--- config.mk ---
export PLATFORM = sky130hd
export DESIGN_NAME = huffman_decoder
export DESIGN_NICKNAME = d
export VERILOG_FILES = /design/src/rtl/huffman_decoder.sv
export SDC_FILE = /design/constraint.sdc
export NUM_CORES = 1
export LEC_CHECK = 0
export BUFFER_PORTS_ARGS = -buffer_cell sky130_fd_sc_hd__buf_2
export CORE_UTILIZATION = 35
export CTS_CLUSTER_DIAMETER = 80
export DETAILED_ROUTE_END_ITERATION = 6
export GPL_ROUTABILITY_DRIVEN = 1
export PLACE_DENSITY = 0.54
export SYNTH_ARGS = -nofsm -noshare
export SYNTH_HDL_FRONTEND = slang
export SYNTH_SLANG_ARGS = --single-unit
--- constraint.sdc ---
create_clock -name clk -period 4.4 [get_ports clk]
set_input_delay 0.66 -clock clk [delete_from_list [all_inputs] [get_ports clk]]
set_output_delay 0.66 -clock clk [all_outputs]
set_load 0.01 [all_outputs]
--- src/rtl/huffman_decoder.sv ---
// Serial Huffman decoder: 8-entry host-loaded code table, one symbol per complete codeword.
// Optional macro HUFF_DEC_ERR_EN: overlong codes stop the run in ERR instead of being discarded.
module huffman_decoder (
    input  logic       clk,
    input  logic       rst,
    input  logic       load_we,
    input  logic [2:0] load_addr,
    input  logic [7:0] load_sym,
    input  logic [2:0] load_len,
    input  logic [7:0] load_code,
    input  logic       start,
    input  logic [5:0] nsym,
    input  logic       bit_valid,
    input  logic       bit_in,
    output logic       bit_ready,
    output logic       sym_valid,
    input  logic       sym_ready,
    output logic [7:0] sym_out,
    output logic [5:0] sym_count,
    output logic       busy,
    output logic       done,
    output logic       err
);

`ifdef HUFF_DEC_ERR_EN
    typedef enum logic [1:0] {S_IDLE, S_RUN, S_EMIT, S_ERR} state_t;
`else
    typedef enum logic [1:0] {S_IDLE, S_RUN, S_EMIT} state_t;
`endif

    state_t     r_state, w_next;
    logic [7:0] r_sym  [8];
    logic [2:0] r_len  [8];
    logic [7:0] r_code [8];
    logic [6:0] r_acc;
    logic [2:0] r_n;
    logic [5:0] r_nsym;
    logic [5:0] r_count;
    logic [7:0] r_sym_out;

    logic [6:0] w_acc_n;
    logic [2:0] w_n_n;
    logic       w_accept;
    logic       w_hit;
    logic [7:0] w_hit_sym;
    logic       w_overlong;
    logic       w_start_ok;
    logic       w_emit_hs;
    logic       w_last;

    function automatic logic [7:0] len_mask(input logic [2:0] len);
        return (8'd1 << len) - 8'd1;
    endfunction

    assign bit_ready = (r_state == S_RUN) && (r_nsym != '0);
    assign sym_valid = (r_state == S_EMIT);
    assign sym_out   = r_sym_out;
    assign sym_count = r_count;
    assign busy      = (r_state == S_RUN) || (r_state == S_EMIT);
    assign done      = !busy;
`ifdef HUFF_DEC_ERR_EN
    assign err        = (r_state == S_ERR);
    assign w_start_ok = start && ((r_state == S_IDLE) || (r_state == S_ERR));
`else
    assign err        = 1'b0;
    assign w_start_ok = start && (r_state == S_IDLE);
`endif

    assign w_accept   = bit_valid && bit_ready;
    assign w_acc_n    = {r_acc[5:0], bit_in};
    assign w_n_n      = r_n + 3'd1;
    assign w_overlong = !w_hit && (w_n_n == 3'd7);
    assign w_emit_hs  = sym_valid && sym_ready;
    assign w_last     = (r_count + 6'd1) == r_nsym;

    // Ascending scan with a found guard so the lowest matching index wins.
    always_comb begin
        w_hit     = 1'b0;
        w_hit_sym = '0;
        for (int unsigned i = 0; i < 8; i++) begin
            if (!w_hit && r_len[i] != '0 && r_len[i] == w_n_n &&
                ((r_code[i] ^ {1'b0, w_acc_n}) & len_mask(r_len[i])) == '0) begin
                w_hit     = 1'b1;
                w_hit_sym = r_sym[i];
            end
        end
    end

    always_ff @(posedge clk) begin
        if (rst) r_state <= S_IDLE;
        else     r_state <= w_next;
    end

    always_comb begin
        w_next = r_state;
        case (r_state)
            S_IDLE: if (start) w_next = S_RUN;
            S_RUN: begin
                if (r_nsym == '0) begin
                    w_next = S_IDLE;
                end else if (w_accept) begin
                    if (w_hit) w_next = S_EMIT;
`ifdef HUFF_DEC_ERR_EN
                    else if (w_overlong) w_next = S_ERR;
`endif
                end
            end
            S_EMIT: if (sym_ready) w_next = w_last ? S_IDLE : S_RUN;
`ifdef HUFF_DEC_ERR_EN
            S_ERR: if (start) w_next = S_RUN;
`endif
            default: w_next = S_IDLE;
        endcase
    end

    always_ff @(posedge clk) begin
        if (rst) begin
            for (int unsigned i = 0; i < 8; i++) r_len[i] <= '0;
            r_acc     <= '0;
            r_n       <= '0;
            r_nsym    <= '0;
            r_count   <= '0;
            r_sym_out <= '0;
        end else begin
            if (r_state == S_IDLE && load_we) begin
                r_sym[load_addr]  <= load_sym;
                r_len[load_addr]  <= load_len;
                r_code[load_addr] <= load_code;
            end
            if (w_start_ok) begin
                r_nsym  <= nsym;
                r_count <= '0;
                r_acc   <= '0;
                r_n     <= '0;
            end
            if (w_accept) begin
                if (w_hit || w_overlong) begin
                    r_acc <= '0;
                    r_n   <= '0;
                end else begin
                    r_acc <= w_acc_n;
                    r_n   <= w_n_n;
                end
                if (w_hit) r_sym_out <= w_hit_sym;
            end
            if (w_emit_hs) r_count <= r_count + 6'd1;
        end
    end

endmodule

==> impl_metrics.ini, run 1 <==
[sta]
rsz0062_at_grt = no
finalClockSkew_ns = 0.01928
maxSlewViolCount = 0
tightestPinTransition_ns = 0.9411
max_freq_mhz = 261.7
setup_viol = 0
relSlewSlack_pct = 36.81
final.period_utilization_pct = 86.83
period_minus_slack_ns = 3.821
tns_ns = 0
hold_viol = 0

[synth]
synth_top_area_share_pct = 50.36
syn_avg_cell_area_sq_um = 11.81
synth_common_cells = edfxtp_1, nor2_1, xnor2_1
synth.ff_latch_count = 175
synth_top_area_cell = edfxtp_1
syn_nets = 777
ys_async_sr_fraction_pct = 0
ys.flop_type = edfxtp_1
synth_area_leaders = edfxtp_1, dfxtp_1, xnor2_1
syn_inst = 727
yosys.cell_types.count = 72
yosysSeqAreaShare_pct = 57.59
yosysMostFrequentCell = edfxtp_1
netlist_area_sq_um = 8586
yosys_warnings = 0
synth_edf_count = 144

[flow_run]
max_cap_viol_count = 0

[cells_and_area]
syn_to_final_growth_pct = 14.49
fill_cells = 2267
drive_gt1_share_pct = 17.13
nets = 837
fin_cells = 1121

[clocking]
clock-sinks = 175
root_buffer = clkbuf_16
path_clk_slew_ns = 0.07
clockBufferDepth = 2
cts_hold_buf = 0
clock_latency_ns = 0.44
cts_tree = built
post_cts_buffers = 0
cts.repair.resized = 0
htree_num_levels = 4
cts_made_buffers = 17

[floorplan]
die_y_um = 158.6
ioPinCount = 54
design.die.area_sq_um = 25160
rows = 56
die_w_um = 158.6
core_area_sq_um = 23750
start_util_pct = 36.15

[worst_setup_path]
crit_buf_inv = 0
cp_cell_sequence = or3b_2 -> ha_1 -> nor4bb_1 -> nor3_1 -> o22ai_1 -> or4_1 -> o211ai_2 -> nor3_4 -> and2_1 -> a21oi_1 -> a311oi_1
worstPathMaxFanout = 12
cp_data_required_time_ns = 4.73
cp_slowest_cell = edfxtp_1
endpoint_kind = flip-flop
arrival_ns = 4.15
critPathLaunchType = flip-flop
cp_top_family = simple AND/OR/NAND/NOR gates
critical-path-max-stage-delay_ns = 0.53
path_class = reg2reg

[pwr]
ir_drop_v = 0.0001882
power.density_nw_per_um2 = 373.2
power_leakage_nw = 3.432

[placed_design]
portBuffers = 51
hpwl_um = 14200
placed_cells_incl_taps = 1087
globalplace.congestion = 0.8036

[worst_hold_path]
hp-class = in2reg

[global_route]
grt_pass1_vias = 5501
grt_max_degree = 40
grt_use_total_pct = 17.40
grt_pass1_wl_um = 31800
overflow = 0
antenna_found_initial = 2

[route]
dr.first_iter.drc_count = 440
wirelength_um = 20570
detail-route-antenna-nets = 0
via_count = 5733
first_pass_iters = 5
drc_errors = 0
viasPerCell = 5.114
wire_per_inst_um = 18.35

[status]
status = finished, final reports clean
## flip-flops by register name (all words and copies together), names as in the netlist
signal and flops:
r_nsym 6, r_sym 64, r_acc 6, r_n 3, r_state 2, r_code 56
r_len 24, sym_out 8, sym_count 6
## cell usage in the layout (no fill, tap or decap), types with 6 or more instances in the layout
master,n
nor3_1,11
o22ai_1,6
nor2_1,55
a221o_1,13
a311oi_1,7
edfxtp_1,144
clkbuf_16,17
or2_2,8
xor2_1,31
and2_1,28
a22oi_1,9
o211ai_1,11
xnor2_1,53
inv_1,26
buf_2,51
buf_4,27
dfxtp_1,31
nor3b_1,10
nand2_1,43
o21ai_0,19
a31oi_1,8
nand2b_1,14
or4b_2,7
a21oi_1,29
nand3_1,13
a211oi_1,7
or3_1,10
ha_1,15
## worst reg2reg max path, delay by kind of cell, from the launching register on
family	cells	cell delay [ns]
AND/OR/NAND/NOR	6	2.02
adder cells (fa/ha/maj)	1	0.29
flip-flops	1	0.53
AO/OA/AOI/OAI	4	0.89
## cells by family (layout without fill, tap and decap cells)
family                     count (synthesis)  after routing  share of synthesized area [%]
DFF                                      175            175                          57.59
other                                      1              3                        0.04368
muxes                                      5              5                         0.6121
buffers and inverters                     64            137                          3.381
AOI/OAI and AO/OA                        140            140                          11.53
adders and majority gates                 19             19                          2.667
and+or+nand+nor                          239            239                          15.61
xor gates and xnor gates                  84             84                          8.569
## metrics by stage
step	worst slack (ns)	hold slack, ns	power, W	utilization, %	instance area, sq um
floorplan	0.9279	0.4563	0.002130	-	8586
global placement	0.5893	0.4716	0.002258	39.00	9264
detailed placement	0.5622	0.4723	0.002260	39.00	9264
CTS	0.5493	0.4249	0.003702	41.36	9824
global route	0.2029	0.4452	0.003803	41.36	9824
finish	0.5794	0.4369	0.003669	41.38	9829
## worst paths after layout
| kind | from | end | slack, ns | cells after the start |
|---|---|---|---|---|
| max | r_len[0][2]$_SDFFCE_PN0P_ | r_n[2]$_SDFFE_PP0P_ | 0.58 | 11 |
| min | rst | sym_count[2]$_SDFFE_PP0P_ | 0.44 | 2 |
| max reg2reg | r_len[0][2]$_SDFFCE_PN0P_ | r_n[2]$_SDFFE_PP0P_ | 0.58 | 11 |
| min reg2reg | sym_out[3]$_SDFFE_PP0P_ | sym_out[3]$_SDFFE_PP0P_ | 0.48 | 2 |
## report_power, final
| part | total (W) | switching [W] | internal (W) |
|---|---|---|---|
| Combinational | 0.000355 | 0.000219 | 0.000135 |
| Clock | 0.00145 | 0.000663 | 0.000784 |
| Sequential | 0.00187 | 0.0000360 | 0.00183 |
| Total | 0.00367 | 0.000919 | 0.00275 |
## cell type report
cell class	count	area [sq um]	area share [%]
clock inverters	15	135.1	1.375
flip-flops and latches	175	4945	50.31
diodes	2	5.005	0.05092
multi-input cells	488	3361	34.19
repair buffers	78	457.9	4.659
inverters	27	101.3	1.031
clock buffers	17	425.4	4.328
well taps	319	399.1	4.061
## metal layers
metal / up-vias / share of wire, % / global-route usage [%]
met5: - / 0 / 0
met4: 0 / 1.5 / 5.861
met3: 19 / 3.6 / 3.130
met2: 118 / 47 / 27.99
met1: 2785 / 48 / 23.57
li1: 2811 / - / -
Power figures use the tool's default switching activity.
==> inputs of run 2 (changes only) <==
--- a/config.mk
+++ b/config.mk
@@ -11,5 +11,7 @@
 export DETAILED_ROUTE_END_ITERATION = 6
 export GPL_ROUTABILITY_DRIVEN = 1
+export GPL_TIMING_DRIVEN = 0
 export PLACE_DENSITY = 0.54
+export REMOVE_ABC_BUFFERS = 1
 export SYNTH_ARGS = -nofsm -noshare
 export SYNTH_HDL_FRONTEND = slang
==> constraint.sdc (replaced) <==
create_clock -name clk -period 4.4 [get_ports clk]
set_input_delay 0.66 -clock clk [delete_from_list [all_inputs] [get_ports clk]]
set_output_delay 0.66 -clock clk [all_outputs]
set_load 0.1 [all_outputs]
==> run 2 against run 1 <==
  * Non-clock buffer count decreased by 19
  * Wire length fell by 2.2%
  * Sequential power about the same
  * Critical path type unchanged
  * Largest power group unchanged
  * Highest routed layer unchanged
==> impl_metrics.ini, run 2 (synthesized netlist as in run 1, its figures left out) <==
[clocking]
path_clk_slew_ns = 0.07
clock-sinks = 175
clock_latency_ns = 0.43
root_buffer = clkbuf_16
htree_num_levels = 4
cts_made_buffers = 17
cts_hold_buf = 0
cts_tree = built
clockBufferDepth = 2

[status]
status = finished, final reports clean

[cells_and_area]
antenna_cells = 0
syn_to_final_growth_pct = 14.28
layout_commonest_cell = edfxtp_1
nets = 818
largest_reg_flops = 64
top_regs = r_sym x64, r_code x56, r_len x24
multiInputGateArea_sq_um = 3430
fill_cells = 2216
layout_common_cells = edfxtp_1, xnor2_1, buf_2
fin_util_pct = 41.31
max_flop_register = r_sym
seqCellArea_sq_um = 4946
drive_gt1_share_pct = 16.77

[sta]
maxSlewViolCount = 0
tightestPinTransition_ns = 0.9730
max_freq_mhz = 255.7
finalClockSkew_ns = 0.01143
final.setup.worst_slack_ns = 0.4899
final.period_utilization_pct = 88.87
hold_viol = 0
period_minus_slack_ns = 3.910
timing.hold.ws_ns = 0.4650
relSlewSlack_pct = 35.13
setup_viol = 0
tns_ns = 0
rsz0062_at_grt = no

[flow_run]
max_cap_viol_count = 0

[worst_setup_path]
arrival_ns = 4.24
rr_startpoint = r_n[0]$_SDFFE_PP0P_
rr_worst_depth = 11
rrSetupSlack_ns = 0.49
critPathLaunchType = flip-flop
path_class = reg2reg
cp_data_required_time_ns = 4.73
endpoint_kind = flip-flop
worstPathMaxFanout = 15
rr_endpoint = sym_out[7]$_SDFFE_PP0P_

[route]
first_pass_iters = 5
drc_errors = 0
wire_per_inst_um = 18.29
dr.first_iter.drc_count = 403
via_count = 5632
wirelength_um = 20120
detail-route-antenna-nets = 0
viasPerCell = 5.120

[placed_design]
globalplace.congestion = 0.7885
hpwl_um = 13650
post-place-ws_ns = -0.8198
portBuffers = 51

[global_route]
grt_pass1_vias = 5261
grt_use_total_pct = 16.82
overflow = 0
grt_max_degree = 44
grt_pass1_wl_um = 30810
antenna_found_initial = 0

[floorplan]
start_util_pct = 36.15
die_y_um = 158.6
core_area_sq_um = 23750
ioPinCount = 54
rows = 56
design.die.area_sq_um = 25160
die_w_um = 158.6

[pwr]
p_total_w = 0.003766
ir_drop_v = 0.0002745
power.density_nw_per_um2 = 383.8
power_leakage_nw = 3.352

[worst_hold_path]
hp-class = in2reg
min_to = r_nsym[5]$_SDFFE_PP0P_
worstHoldPathCells = 3
min_from = nsym[5]
==> run 2: changes by cell type in the layout (fill, tap and decap cells not counted), sizes merged <==
| cell | previous run | this run |
|---|---|---|
| inv | 31 | 35 |
| clkinv | 7 | 3 |
| buf | 78 | 59 |
| clkbuf | 17 | 18 |
| clkinvlp | 3 | 2 |
| diode | 2 | 0 |
==> run 2: routing by layer <==
| metal | routed length (um) | share of wire [%] | GRT usage (%) | up-vias |
|---|---|---|---|---|
| li1 | - | - | - | 2771 |
| met1 | 9789 | 49 | 22.99 | 2765 |
| met2 | 9589 | 48 | 27.30 | 80 |
| met3 | 517 | 2.6 | 2.586 | 16 |
| met4 | 227 | 1.1 | 5.357 | 0 |
| met5 | 0 | 0 | 0 | - |
==> run 2: final cells by class <==
cell class	instances	area share (%)
flip-flops and latches	175	50.41
multi-input cells	488	34.95
clock buffers	18	4.374
well taps	319	4.068
repair buffers	59	3.673
clock inverters	14	1.492
inverters	27	1.033
==> run 2: repair_timing <==
item,in CTS,in global routing
endpoints found under the setup margin,19,18
buffers inserted,1,0
endpoints found under the hold margin,0,0
resized for setup,8,2
pin swaps,1,0
==> run 2: worst max-delay path: stages, from the launching register on <==
cell and delay, ns:
dfxtp_2 0.54, inv_2 0.21, ha_2 0.65, xor2_1 0.18, o211ai_1 0.12, a221oi_1 0.23
and4_1 0.49, or2_1 0.41, nor3_4 0.14, nor2_2 0.46, o21ai_0 0.14, a211oi_1 0.23
==> run 2: worst max path at each step <==
| stage | cells after the start | from | slack, ns | end |
|---|---|---|---|---|
| floorplan | 11 | r_len[0][2]$_SDFFCE_PN0P_ | 0.65 | sym_out[7]$_SDFFE_PP0P_ |
| global placement | 10 | r_n[0]$_SDFFE_PP0P_ | -0.81 | sym_out[7]$_SDFFE_PP0P_ |
| global route | 11 | r_n[0]$_SDFFE_PP0P_ | 0.18 | sym_out[7]$_SDFFE_PP0P_ |
| CTS | 11 | r_len[0][2]$_SDFFCE_PN0P_ | 0.006 | r_n[2]$_SDFFE_PP0P_ |
| finish | 11 | r_n[0]$_SDFFE_PP0P_ | 0.49 | sym_out[7]$_SDFFE_PP0P_ |
| detailed placement | 10 | r_n[0]$_SDFFE_PP0P_ | -0.82 | sym_out[7]$_SDFFE_PP0P_ |
==> run 2: power by group <==
group	total [W]	internal [W]	switching, W
Clock	0.00148	0.000802	0.000674
Sequential	0.00187	0.00183	0.0000414
Combinational	0.000419	0.000132	0.000287
==> run 2: through the flow <==
stage                     cell area, sq um  cells
after floorplan                       8397    690
after global placement                9051   1060
after CTS                             9797   1100
final                                 9812   1100
after detailed placement              9171   1067
after global routing                  9812   1100
==> inputs of run 3 (changes only) <==
- clock period: 4.4 -> 4.7 ns (I/O delays scaled with it)
==> run 3 against run 2 <==
  * Wire length fell by 0.16%
  * Critical path depth did not move
  * Sequential share of layout area rose by 0.077 points
  * Utilization fell by 0.063 points
  * Die area did not move
  * Cell count barely moved
  * Count of clock-buffer cells in the layout did not move
  * First-iteration DRC count fell by 2.7%
  * Total power fell by 6.5%
  * Worst hold slack improved by 0.015 ns
  * Global-route usage barely moved
  * Flip-flop and latch count did not move
  * Critical endpoint is now sym_out[5]$_SDFFE_PP0P_
  * Largest power group unchanged
==> impl_metrics.ini, run 3 (synthesized netlist as in run 1, its figures left out) <==
[status]
status = finished, final reports clean

[global_route]
grt_use_total_pct = 16.78
grt_pass1_wl_um = 30710
grt_pass1_vias = 5247
grt_max_degree = 44
antenna_found_initial = 0
overflow = 0

[worst_setup_path]
worstPathMaxFanout = 18
arrival_ns = 4.33
path_class = reg2reg
cp_slowest_cell = or4_4
endpoint_kind = flip-flop
cp_data_required_time_ns = 5.03
cp_cell_sequence = or3b_2 -> ha_1 -> nor3b_1 -> nor3_1 -> o22ai_1 -> or4_4 -> o211ai_2 -> nor3b_2 -> a222oi_1 -> o21ai_1 -> a311oi_1
rr_worst_depth = 11
critPathLaunchType = flip-flop
critical-path-max-stage-delay_ns = 0.69

[pwr]
ir_drop_v = 0.0002568
combPwrFrac_pct = 11.1
clkPwrFrac_pct = 39.2
power.density_nw_per_um2 = 359.5
power_leakage_nw = 3.362
pwr-share-seq_pct = 49.8
internal-power_w = 0.002588
switching_share_pct = 26.53
p_switching_w = 0.0009344

[cells_and_area]
max_flop_register = r_sym
layout_common_cells = edfxtp_1, xnor2_1, buf_2
fin_util_pct = 41.25
drive_gt1_share_pct = 16.75
largest_reg_flops = 64
nets = 819
syn_to_final_growth_pct = 14.11
top_regs = r_sym x64, r_code x56, r_len x24
layout_commonest_cell = edfxtp_1
fill_cells = 2213
antenna_cells = 0

[floorplan]
design.die.area_sq_um = 25160
ioPinCount = 54
core_area_sq_um = 23750
die_w_um = 158.6
die_y_um = 158.6
start_util_pct = 36.15
rows = 56

[sta]
final.setup.worst_slack_ns = 0.6984
rsz0062_at_grt = no
maxSlewViolCount = 0
setup_viol = 0
finalClockSkew_ns = 0.01410
relSlewSlack_pct = 33.70
period_minus_slack_ns = 4.002
tightestPinTransition_ns = 0.9945
hold_viol = 0
final.period_utilization_pct = 85.14
max_freq_mhz = 249.9

[route]
dr.first_iter.drc_count = 392
route.met2.wl_um = 9540
viasPerCell = 5.097
detail-route-antenna-nets = 0
wirelength_um = 20090
dr.max_layer_used = met4
via_count = 5612
first_pass_iters = 5
wl_met1_um = 9736
wire_per_inst_um = 18.25
drc_errors = 0
met3_length_um = 616

[clocking]
clock-sinks = 175
cts_made_buffers = 17
clock_latency_ns = 0.43
htree_num_levels = 4
path_clk_slew_ns = 0.07
root_buffer = clkbuf_16
clockBufferDepth = 2
cts_hold_buf = 0
cts_tree = built

[placed_design]
post-place-ws_ns = -0.5198
globalplace.congestion = 0.7885
hpwl_um = 13650
portBuffers = 51

[worst_hold_path]
hp-class = reg2reg
worstHoldPathCells = 2

[flow_run]
max_cap_viol_count = 0
## run 3: final cells by class
cell class                 count  area [sq um]  area share, %
clock buffer                  18         429.2          4.381
clock inverter                14         146.4          1.494
inverter                      27         101.3          1.034
multi-input combinational    488          3410          34.80
sequential                   175          4946          50.49
tap                          319         399.1          4.074
timing repair buffer          60         365.4          3.729
## run 3: worst paths after layout
| path | end | slack [ns] | from |
|---|---|---|---|
| hold reg to reg | sym_out[1]$_SDFFE_PP0P_ | 0.48 | sym_out[1]$_SDFFE_PP0P_ |
| setup / recovery | sym_out[5]$_SDFFE_PP0P_ | 0.70 | r_len[0][2]$_SDFFCE_PN0P_ |
| setup reg to reg | sym_out[5]$_SDFFE_PP0P_ | 0.70 | r_len[0][2]$_SDFFCE_PN0P_ |
| hold / removal | sym_out[1]$_SDFFE_PP0P_ | 0.48 | sym_out[1]$_SDFFE_PP0P_ |
## run 3: per-layer routing
| layer | up-vias | track usage [%] |
|---|---|---|
| met2 | 92 | 27.11 |
| met1 | 2738 | 23.02 |
| met4 | 0 | 5.357 |
| li1 | 2770 | - |
| met5 | - | 0 |
| met3 | 12 | 2.586 |
## run 3: worst max-delay path, delay by kind of cell, from the launching register on
kind | cells | cell delay [ns]
adder cells (fa/ha/maj) | 1 | 0.28
AND/OR/NAND/NOR | 5 | 1.83
AO/OA/AOI/OAI | 5 | 1.24
flip-flops | 1 | 0.54
## run 3: power by group through the flow
stage | Clock [W] | Combinational, W | Sequential, W
after floorplan | 0 | 0.000264 | 0.00178
after global placement | 0 | 0.000383 | 0.00179
after detailed placement | 0 | 0.000391 | 0.00179
after CTS | 0.00141 | 0.000394 | 0.00175
after global routing | 0.00146 | 0.000430 | 0.00176
final | 0.00138 | 0.000390 | 0.00175
## run 3: metrics by stage
stage          hold WS [ns]  area, sq um  setup TNS, ns  power, W  instances
4_1_cts              0.4762         9771              0  0.003554       1100
6_report             0.4795         9797              0  0.003522       1101
5_1_grt              0.4982         9797              0  0.003650       1101
3_5_place_dp         0.4666         9171         -4.268  0.002177       1067
2_1_floorplan        0.4502         8397              0  0.002045        690
3_3_place_gp         0.4644         9051         -6.714  0.002170       1060
## run 3: repair_timing
item                                    4_1_cts  5_1_grt
cloned                                        0        0
buffers inserted                              1        0
endpoints found under the setup margin       18       18
pin swaps                                     1        0
gates resized for setup                       3        4
hold endpoints to repair                      0        0
